===== src/rtl/ft_tx_serializer_pkg.sv =====
// Shared definitions for the FTDI transmit serializer: state encoding,
// byte counts per header and per data word, and the response word-count rule.
package ft_tx_serializer_pkg;

  typedef enum logic [2:0] {
    ST_IDLE      = 3'd0,
    ST_HDR       = 3'd1,
    ST_WAIT_WORD = 3'd2,
    ST_DATA      = 3'd3,
    ST_FLUSH     = 3'd4
  } state_t;

  localparam logic [3:0] HDR_BYTES  = 4'd12;
  localparam logic [3:0] WORD_BYTES = 4'd4;

  // A response always carries at least the data word sent in the header.
  function automatic logic [27:0] eff_word_count(input logic [27:0] cnt);
    logic [27:0] res;
    if (cnt == 28'd0) begin
      res = 28'd1;
    end else begin
      res = cnt;
    end
    return res;
  endfunction

endpackage


===== src/rtl/ft_word_shifter.sv =====
// 32-bit load / shift-by-8 register; the byte on the FTDI bus is always
// the most significant byte of the held word.
module ft_word_shifter (
  input  logic        clk,
  input  logic        rst_n,
  input  logic        load,
  input  logic        shift,
  input  logic [31:0] load_word,
  output logic [7:0]  msb_byte
);

  logic [31:0] word_r;

  // Word register: a load wins over a shift so word boundaries need no idle cycle.
  always_ff @(posedge clk or negedge rst_n) begin
    if (!rst_n) begin
      word_r <= 32'd0;
    end else if (load) begin
      word_r <= load_word;
    end else if (shift) begin
      word_r <= {word_r[23:0], 8'd0};
    end else begin
      word_r <= word_r;
    end
  end

  assign msb_byte = word_r[31:24];

endmodule


===== src/rtl/ft_tx_serializer.sv =====
// Serializes a wishbone response (status, address, data, burst words) into
// MSB-first bytes for an FTDI synchronous FIFO, honouring its TXE# flow control.
module ft_tx_serializer
  import ft_tx_serializer_pkg::*;
#(
  parameter logic SIWU_EN = 1'b1
) (
  input  logic        clk,
  input  logic        rst_n,
  output logic        oh_ready,
  input  logic        oh_en,
  input  logic [31:0] out_status,
  input  logic [31:0] out_address,
  input  logic [31:0] out_data,
  input  logic [27:0] out_data_count,
  input  logic        ftdi_txe_n,
  output logic        ftdi_wr_n,
  output logic [7:0]  ftdi_data_o,
  output logic        ftdi_data_oe,
  output logic        ftdi_siwu
);

  localparam logic [3:0] HDR_LAST  = HDR_BYTES - 4'd1;
  localparam logic [3:0] WORD_LAST = WORD_BYTES - 4'd1;
  localparam logic [3:0] ADDR_LAST = WORD_BYTES + WORD_BYTES - 4'd1;

  state_t      state_r;
  state_t      state_next_s;
  logic [3:0]  byte_idx_r;
  logic [3:0]  byte_idx_next_s;
  logic [27:0] remaining_r;
  logic [27:0] remaining_next_s;
  logic [31:0] address_r;
  logic [31:0] data_r;
  logic        hdr_capture_s;
  logic        shift_load_s;
  logic        shift_en_s;
  logic [31:0] shift_word_s;
  logic        xfer_s;
  logic        oh_ready_r;
  logic        data_oe_r;
  logic        siwu_r;

  assign xfer_s = ((state_r == ST_HDR) || (state_r == ST_DATA)) && !ftdi_txe_n;

  // Next-state, byte index, word counter and shifter control.
  always_comb begin
    state_next_s     = state_r;
    byte_idx_next_s  = byte_idx_r;
    remaining_next_s = remaining_r;
    hdr_capture_s    = 1'b0;
    shift_load_s     = 1'b0;
    shift_en_s       = 1'b0;
    shift_word_s     = 32'd0;
    case (state_r)
      ST_IDLE: begin
        if (oh_en) begin
          hdr_capture_s    = 1'b1;
          shift_load_s     = 1'b1;
          shift_word_s     = out_status;
          byte_idx_next_s  = 4'd0;
          remaining_next_s = eff_word_count(out_data_count);
          state_next_s     = ST_HDR;
        end else begin
          state_next_s = ST_IDLE;
        end
      end
      ST_HDR, ST_DATA: begin
        if (xfer_s) begin
          if (((state_r == ST_HDR) && (byte_idx_r == HDR_LAST)) ||
              ((state_r == ST_DATA) && (byte_idx_r == WORD_LAST))) begin
            byte_idx_next_s = 4'd0;
            if (remaining_r > 28'd1) begin
              remaining_next_s = remaining_r - 28'd1;
              state_next_s     = ST_WAIT_WORD;
            end else begin
              state_next_s = ST_FLUSH;
            end
          end else begin
            byte_idx_next_s = byte_idx_r + 4'd1;
            // Header word boundaries reload the shifter with the next latched word.
            if ((state_r == ST_HDR) && (byte_idx_r == WORD_LAST)) begin
              shift_load_s = 1'b1;
              shift_word_s = address_r;
            end else if ((state_r == ST_HDR) && (byte_idx_r == ADDR_LAST)) begin
              shift_load_s = 1'b1;
              shift_word_s = data_r;
            end else begin
              shift_en_s = 1'b1;
            end
          end
        end else begin
          state_next_s = state_r;
        end
      end
      ST_WAIT_WORD: begin
        if (oh_en) begin
          shift_load_s    = 1'b1;
          shift_word_s    = out_data;
          byte_idx_next_s = 4'd0;
          state_next_s    = ST_DATA;
        end else begin
          state_next_s = ST_WAIT_WORD;
        end
      end
      ST_FLUSH: begin
        remaining_next_s = 28'd0;
        state_next_s     = ST_IDLE;
      end
      default: begin
        remaining_next_s = 28'd0;
        byte_idx_next_s  = 4'd0;
        state_next_s     = ST_IDLE;
      end
    endcase
  end

  // State, counters and header latches.
  always_ff @(posedge clk or negedge rst_n) begin
    if (!rst_n) begin
      state_r     <= ST_IDLE;
      byte_idx_r  <= 4'd0;
      remaining_r <= 28'd0;
      address_r   <= 32'd0;
      data_r      <= 32'd0;
    end else begin
      state_r     <= state_next_s;
      byte_idx_r  <= byte_idx_next_s;
      remaining_r <= remaining_next_s;
      if (hdr_capture_s) begin
        address_r <= out_address;
        data_r    <= out_data;
      end else begin
        address_r <= address_r;
        data_r    <= data_r;
      end
    end
  end

  // Handshake and bus-control outputs registered from the next state.
  always_ff @(posedge clk or negedge rst_n) begin
    if (!rst_n) begin
      oh_ready_r <= 1'b1;
      data_oe_r  <= 1'b0;
      siwu_r     <= 1'b1;
    end else begin
      oh_ready_r <= (state_next_s == ST_IDLE) || (state_next_s == ST_WAIT_WORD);
      data_oe_r  <= (state_next_s == ST_HDR) || (state_next_s == ST_DATA) ||
                    (state_next_s == ST_FLUSH);
      siwu_r     <= !(SIWU_EN && (state_next_s == ST_FLUSH));
    end
  end

  ft_word_shifter u_shifter (
    .clk       (clk),
    .rst_n     (rst_n),
    .load      (shift_load_s),
    .shift     (shift_en_s),
    .load_word (shift_word_s),
    .msb_byte  (ftdi_data_o)
  );

  assign oh_ready     = oh_ready_r;
  assign ftdi_data_oe = data_oe_r;
  assign ftdi_siwu    = siwu_r;
  assign ftdi_wr_n    = !xfer_s;

endmodule


===== config.mk =====
export PLATFORM = sky130hd
export DESIGN_NAME = ft_tx_serializer
export DESIGN_NICKNAME = d
export VERILOG_FILES = /design/src/rtl/ft_tx_serializer_pkg.sv /design/src/rtl/ft_word_shifter.sv /design/src/rtl/ft_tx_serializer.sv
export SDC_FILE = /design/constraint.sdc
export NUM_CORES = 1
export LEC_CHECK = 0
export CAP_MARGIN = 10
export CELL_PAD_IN_SITES_DETAIL_PLACEMENT = 2
export CELL_PAD_IN_SITES_GLOBAL_PLACEMENT = 2
export CORE_MARGIN = 2
export CORE_UTILIZATION = 35
export DETAILED_ROUTE_END_ITERATION = 10
export PLACE_DENSITY = 0.95
export SYNTH_ARGS = -nofsm -noshare
export SYNTH_HDL_FRONTEND = slang
export SYNTH_SLANG_ARGS = --single-unit

===== constraint.sdc =====
create_clock -name clk -period 3.39 [get_ports clk]
set_input_delay 0.339 -clock clk [delete_from_list [all_inputs] [get_ports clk]]
set_output_delay 0.339 -clock clk [all_outputs]
set_load 0.1 [all_outputs]

==> flow_summary.html <==
<table>
<tr><th>Metric</th><th>Value</th></tr>
<tr><th colspan="2">Status</th></tr>
<tr><td>Result of the run</td><td>finished clean</td></tr>
<tr><th colspan="2">STA</th></tr>
<tr><td>Final max-slew violation count</td><td>0</td></tr>
<tr><td>Number of endpoints failing setup at the final stage</td><td>0</td></tr>
<tr><td>Smallest hold slack</td><td>0.5079 ns</td></tr>
<tr><td>Worst-margin pin slew</td><td>1.157 ns</td></tr>
<tr><td>Setup repair after global routing missed its margin</td><td>no</td></tr>
<tr><td>Number of hold violations in the final report</td><td>0</td></tr>
<tr><td>Final Cycle Share</td><td>0.8722</td></tr>
<tr><td>Clk_skew</td><td>0.01769 ns</td></tr>
<tr><td>Fin Setup TNS</td><td>0 ns</td></tr>
<tr><td>Maximum frequency from static timing analysis</td><td>338.2 MHz</td></tr>
<tr><td>Max-slew headroom</td><td>0.2288</td></tr>
<tr><td>Post-layout min period</td><td>slightly below 3 ns</td></tr>
<tr><td>Setup ws final</td><td>between 0.4 and 0.5 ns</td></tr>
<tr><th colspan="2">Logic synthesis</th></tr>
<tr><td>Biggest area contributors in the synthesized netlist</td><td>sky130_fd_sc_hd__dfrtp_1 (48%), sky130_fd_sc_hd__mux2_2 (11%), sky130_fd_sc_hd__mux2i_1 (4.6%)</td></tr>
<tr><td>Synth top area share</td><td>0.4790</td></tr>
<tr><td>Most common cell in the netlist</td><td>sky130_fd_sc_hd__dfrtp_1</td></tr>
<tr><td>Total nets after synthesis</td><td>776</td></tr>
<tr><td>Flip-flop cell with the highest count after synthesis</td><td>sky130_fd_sc_hd__dfrtp_1</td></tr>
<tr><td>Async set-reset flop share out of synthesis</td><td>1.000</td></tr>
<tr><td>Yosys reg bits</td><td>134</td></tr>
<tr><td>EDFF count, synth</td><td>0</td></tr>
<tr><td>Yosys synthesis warning count</td><td>0</td></tr>
<tr><td>Number of distinct library cell variants in the gate-level netlist after synthesis</td><td>61</td></tr>
<tr><td>Most common library cells after synthesis</td><td>sky130_fd_sc_hd__dfrtp_1 (132), sky130_fd_sc_hd__nand2_1 (73), sky130_fd_sc_hd__mux2_2 (66), sky130_fd_sc_hd__nor2_1 (34), sky130_fd_sc_hd__mux2i_1 (32)</td></tr>
<tr><td>Proportion of synthesized chip area in sequential cells</td><td>0.4867</td></tr>
<tr><td>Cell count after synthesis</td><td>around 650</td></tr>
<tr><td>Leading area contributor after synthesis</td><td>sky130_fd_sc_hd__dfrtp_1</td></tr>
<tr><td>Total standard cell area after synthesis</td><td>a little under 7000 um^2</td></tr>
<tr><td>Syn avg cell area</td><td>10.69 um^2</td></tr>
<tr><th colspan="2">Power and ir drop</th></tr>
<tr><td>Total power after layout</td><td>around 7.9 mW</td></tr>
<tr><td>Leakage power summed over all cells</td><td>3.635 nW</td></tr>
<tr><td>Pwr Density</td><td>a little under 900 nW/um^2</td></tr>
<tr><td>Maximum ir drop on the vdd rail</td><td>between 0.4 and 0.5 mV</td></tr>
<tr><th colspan="2">Die</th></tr>
<tr><td>Die span in x</td><td>144.4 um</td></tr>
<tr><td>Initial Util</td><td>0.3555</td></tr>
<tr><td>Core Box Area</td><td>19,400 um^2</td></tr>
<tr><td>Count of standard-cell rows</td><td>~50</td></tr>
<tr><td>Area of the die</td><td>20,840 um^2</td></tr>
<tr><td>Floorplan die height</td><td>144.4 um</td></tr>
<tr><td>Ports</td><td>140</td></tr>
<tr><th colspan="2">Clock network</th></tr>
<tr><td>Clock net sink count</td><td>134</td></tr>
<tr><td>Clock buffer count from CTS</td><td>17</td></tr>
<tr><td>Worst-skew pair later-pin latency</td><td>between 0.4 and 0.5 ns</td></tr>
<tr><td>Root buffer cell</td><td>sky130_fd_sc_hd__clkbuf_16</td></tr>
<tr><td>Post-CTS setup buffers</td><td>0</td></tr>
<tr><td>Clock slew seen by the registers of the worst setup and hold paths</td><td>approximately 0.07 ns</td></tr>
<tr><td>Count of H-tree levels built during CTS</td><td>4</td></tr>
<tr><td>CTS Buffer Depth</td><td>2</td></tr>
<tr><td>TritonCTS clock tree</td><td>done</td></tr>
<tr><th colspan="2">Global route</th></tr>
<tr><td>Vias in the first global route</td><td>7,088</td></tr>
<tr><td>Overall fraction of global-route tracks in use</td><td>0.2746</td></tr>
<tr><td>Global-route wire length before repair</td><td>~43,000 um</td></tr>
<tr><td>Grt ovf</td><td>0</td></tr>
<tr><td>Initial antenna violation count</td><td>1</td></tr>
<tr><td>Largest net degree at the start of global routing</td><td>77</td></tr>
<tr><th colspan="2">Layout</th></tr>
<tr><td>Number of fill cells</td><td>1,981</td></tr>
<tr><td>Fraction of final layout cells sized beyond drive strength 1</td><td>0.1690</td></tr>
<tr><td>Utilization after layout</td><td>0.4687</td></tr>
<tr><td>Final cell count without fillers</td><td>1,047</td></tr>
<tr><td>Post-route cell area</td><td>slightly above 9000 um^2</td></tr>
<tr><td>Synthesis-to-layout area growth</td><td>31.86%</td></tr>
<tr><td>Number of nets in the final layout</td><td>roughly 900</td></tr>
<tr><th colspan="2">Route</th></tr>
<tr><td>Number of DRC violations after detailed routing</td><td>0</td></tr>
<tr><td>Wirelength per Cell</td><td>27.23 um</td></tr>
<tr><td>Vias per cell</td><td>~6</td></tr>
<tr><td>Number of detailed-route iterations in the first pass</td><td>5</td></tr>
<tr><td>Violation count after the first detailed-route iteration</td><td>406</td></tr>
<tr><td>DR vias</td><td>~6,300</td></tr>
<tr><td>Post-Route WL</td><td>between 20,000 and 30,000 um</td></tr>
<tr><td>Remaining number of nets flagged by the antenna check after routing</td><td>0</td></tr>
<tr><th colspan="2">Setup path</th></tr>
<tr><td>Category of the worst setup path capture point</td><td>flop</td></tr>
<tr><td>Depth of the worst register-to-register path</td><td>5</td></tr>
<tr><td>Worst reg2reg path endpoint</td><td>remaining_r[21]</td></tr>
<tr><td>Required arrival time at the worst endpoint</td><td>3.72 ns</td></tr>
<tr><td>Slowest stage cell, crit path</td><td>sky130_fd_sc_hd__nor4_1</td></tr>
<tr><td>Critical path origin</td><td>remaining_r[22]</td></tr>
<tr><td>Worst setup slack for register-to-register paths</td><td>0.43 ns</td></tr>
<tr><td>Worst setup path class</td><td>flop to flop</td></tr>
<tr><td>Last element of the critical path</td><td>remaining_r[21]</td></tr>
<tr><td>CP Max Fanout</td><td>15</td></tr>
<tr><td>R2R Path Start</td><td>remaining_r[22]</td></tr>
<tr><td>Ordered list of cells on the worst path</td><td>nor4_1 &gt; o2111ai_1 &gt; nor3_2 &gt; a21oi_2 &gt; a221o_1</td></tr>
<tr><td>Delay of the slowest cell on the worst path</td><td>approximately 0.70 ns</td></tr>
<tr><td>Startpoint kind of the worst setup timing path</td><td>flop</td></tr>
<tr><td>Worst endpoint data arrival time</td><td>about 3.3 ns</td></tr>
<tr><th colspan="2">Hold path</th></tr>
<tr><td>Hold Path Class</td><td>input pin to asynchronous set/reset pin</td></tr>
<tr><th colspan="2">Flow run</th></tr>
<tr><td>Total of max-cap violations</td><td>0</td></tr>
<tr><th colspan="2">Placement</th></tr>
<tr><td>Final GP Congestion</td><td>0.9110</td></tr>
<tr><td>IO buf count</td><td>139</td></tr>
<tr><td>Half-perimeter wire length after detailed placement</td><td>18,230 um</td></tr>
<tr><td>Area post-placement</td><td>roughly 8500 um^2</td></tr>
<tr><td>Cell Count Post-Placement</td><td>1,012</td></tr>
<tr><td>Pre-CTS WS</td><td>around 0.43 ns</td></tr>
</table>
==> state kept, by name (all words and copies together), names as in the netlist <==
| signal | flops |
|---|---|
| address_r | 32 |
| data_r | 32 |
| u_shifter.word_r | 32 |
| remaining_r | 28 |
| byte_idx_r | 4 |
| state_r | 3 |
| ftdi_data_oe | 1 |
| ftdi_siwu | 1 |
| oh_ready | 1 |
==> power by group <==
group,switching [mW],leakage (nW),internal [mW],total (mW)
Sequential,0.584,1.68,2.28,2.86
Clock,0.812,0.262,1.02,1.83
Combinational,1.96,1.69,1.24,3.20
==> repair_timing <==
action,in CTS,in global routing
endpoints found under the hold margin,71,0
resized for setup,0,0
hold buffers,1,0
==> worst min-delay path by stage <==
| stage | end | slack, ns | cells past startpoint |
|---|---|---|---|
| finish | state_r[0] | 0.51 | 2 |
| global route | u_shifter.word_r[7] | 0.52 | 2 |
| CTS | address_r[6] | 0.50 | 2 |
| detailed placement | state_r[0] | 0.44 | 1 |
| global placement | state_r[1] | 0.43 | 1 |
| floorplan | address_r[0] | 0.04 | 0 |
==> cell families (layout without fill, tap and decap cells) <==
logic type               count (synthesis)  in the layout  synth area share
AO/OA/AOI/OAI                          162            162            0.1775
XOR/XNOR                                 2              2          0.002541
adder cells (fa/ha/maj)                  4              4          0.006896
buffers and inverters                   60            196           0.04446
flip-flops                             134            134            0.4867
multiplexers                            98             98            0.1542
other                                    0              1                 0
AND/OR/NAND/NOR                        185            185            0.1277
==> layout by cell type (no fill, tap or decap), types with 5 or more instances in the layout <==
cell type	count
sky130_fd_sc_hd__nor3_1	13
sky130_fd_sc_hd__a21oi_1	8
sky130_fd_sc_hd__a22o_1	8
sky130_fd_sc_hd__nand2_1	73
sky130_fd_sc_hd__nor4_1	15
sky130_fd_sc_hd__o221a_2	5
sky130_fd_sc_hd__a211oi_1	16
sky130_fd_sc_hd__inv_1	7
sky130_fd_sc_hd__a32o_1	20
sky130_fd_sc_hd__mux2_2	66
sky130_fd_sc_hd__o22ai_1	7
sky130_fd_sc_hd__o21ai_0	29
sky130_fd_sc_hd__nor2_1	34
sky130_fd_sc_hd__mux2i_1	32
sky130_fd_sc_hd__a221o_1	8
sky130_fd_sc_hd__dfrtp_1	131
sky130_fd_sc_hd__buf_4	16
sky130_fd_sc_hd__clkbuf_16	17
sky130_fd_sc_hd__a31oi_1	17
sky130_fd_sc_hd__clkdlybuf4s50_1	137
sky130_fd_sc_hd__a221oi_1	7
sky130_fd_sc_hd__a22oi_1	9
sky130_fd_sc_hd__o211ai_1	6
sky130_fd_sc_hd__nand3_1	18
==> per-layer routing <==
| metal | GRT usage | part of all wire | vias up | routed length, um |
|---|---|---|---|---|
| met5 | 0 | 0 | - | 0 |
| li1 | - | - | 2689 | - |
| met4 | 0.1221 | 0.040 | 0 | 1135 |
| met2 | 0.4697 | 0.50 | 243 | 14290 |
| met1 | 0.3383 | 0.41 | 3272 | 11780 |
| met3 | 0.05066 | 0.046 | 83 | 1302 |
==> worst max-delay path, delay by kind of cell (launching register included) <==
kind,cells,cell delay [ns]
DFF,1,0.48
AOI/OAI and AO/OA,3,1.11
and+or+nand+nor,2,1.24
==> cell type report <==
type                       count  area, um^2  area share
sequential                   134        3357      0.3692
clock inverter                13       125.1     0.01376
inverter                       7       26.28    0.002890
tap                          265       331.6     0.03647
timing repair buffer         157        1560      0.1716
antenna                        1       2.502   0.0002752
clock buffer                  19       432.9     0.04761
multi-input combinational    451        3257      0.3582
Note: power is estimated with default switching activity, not from simulation.
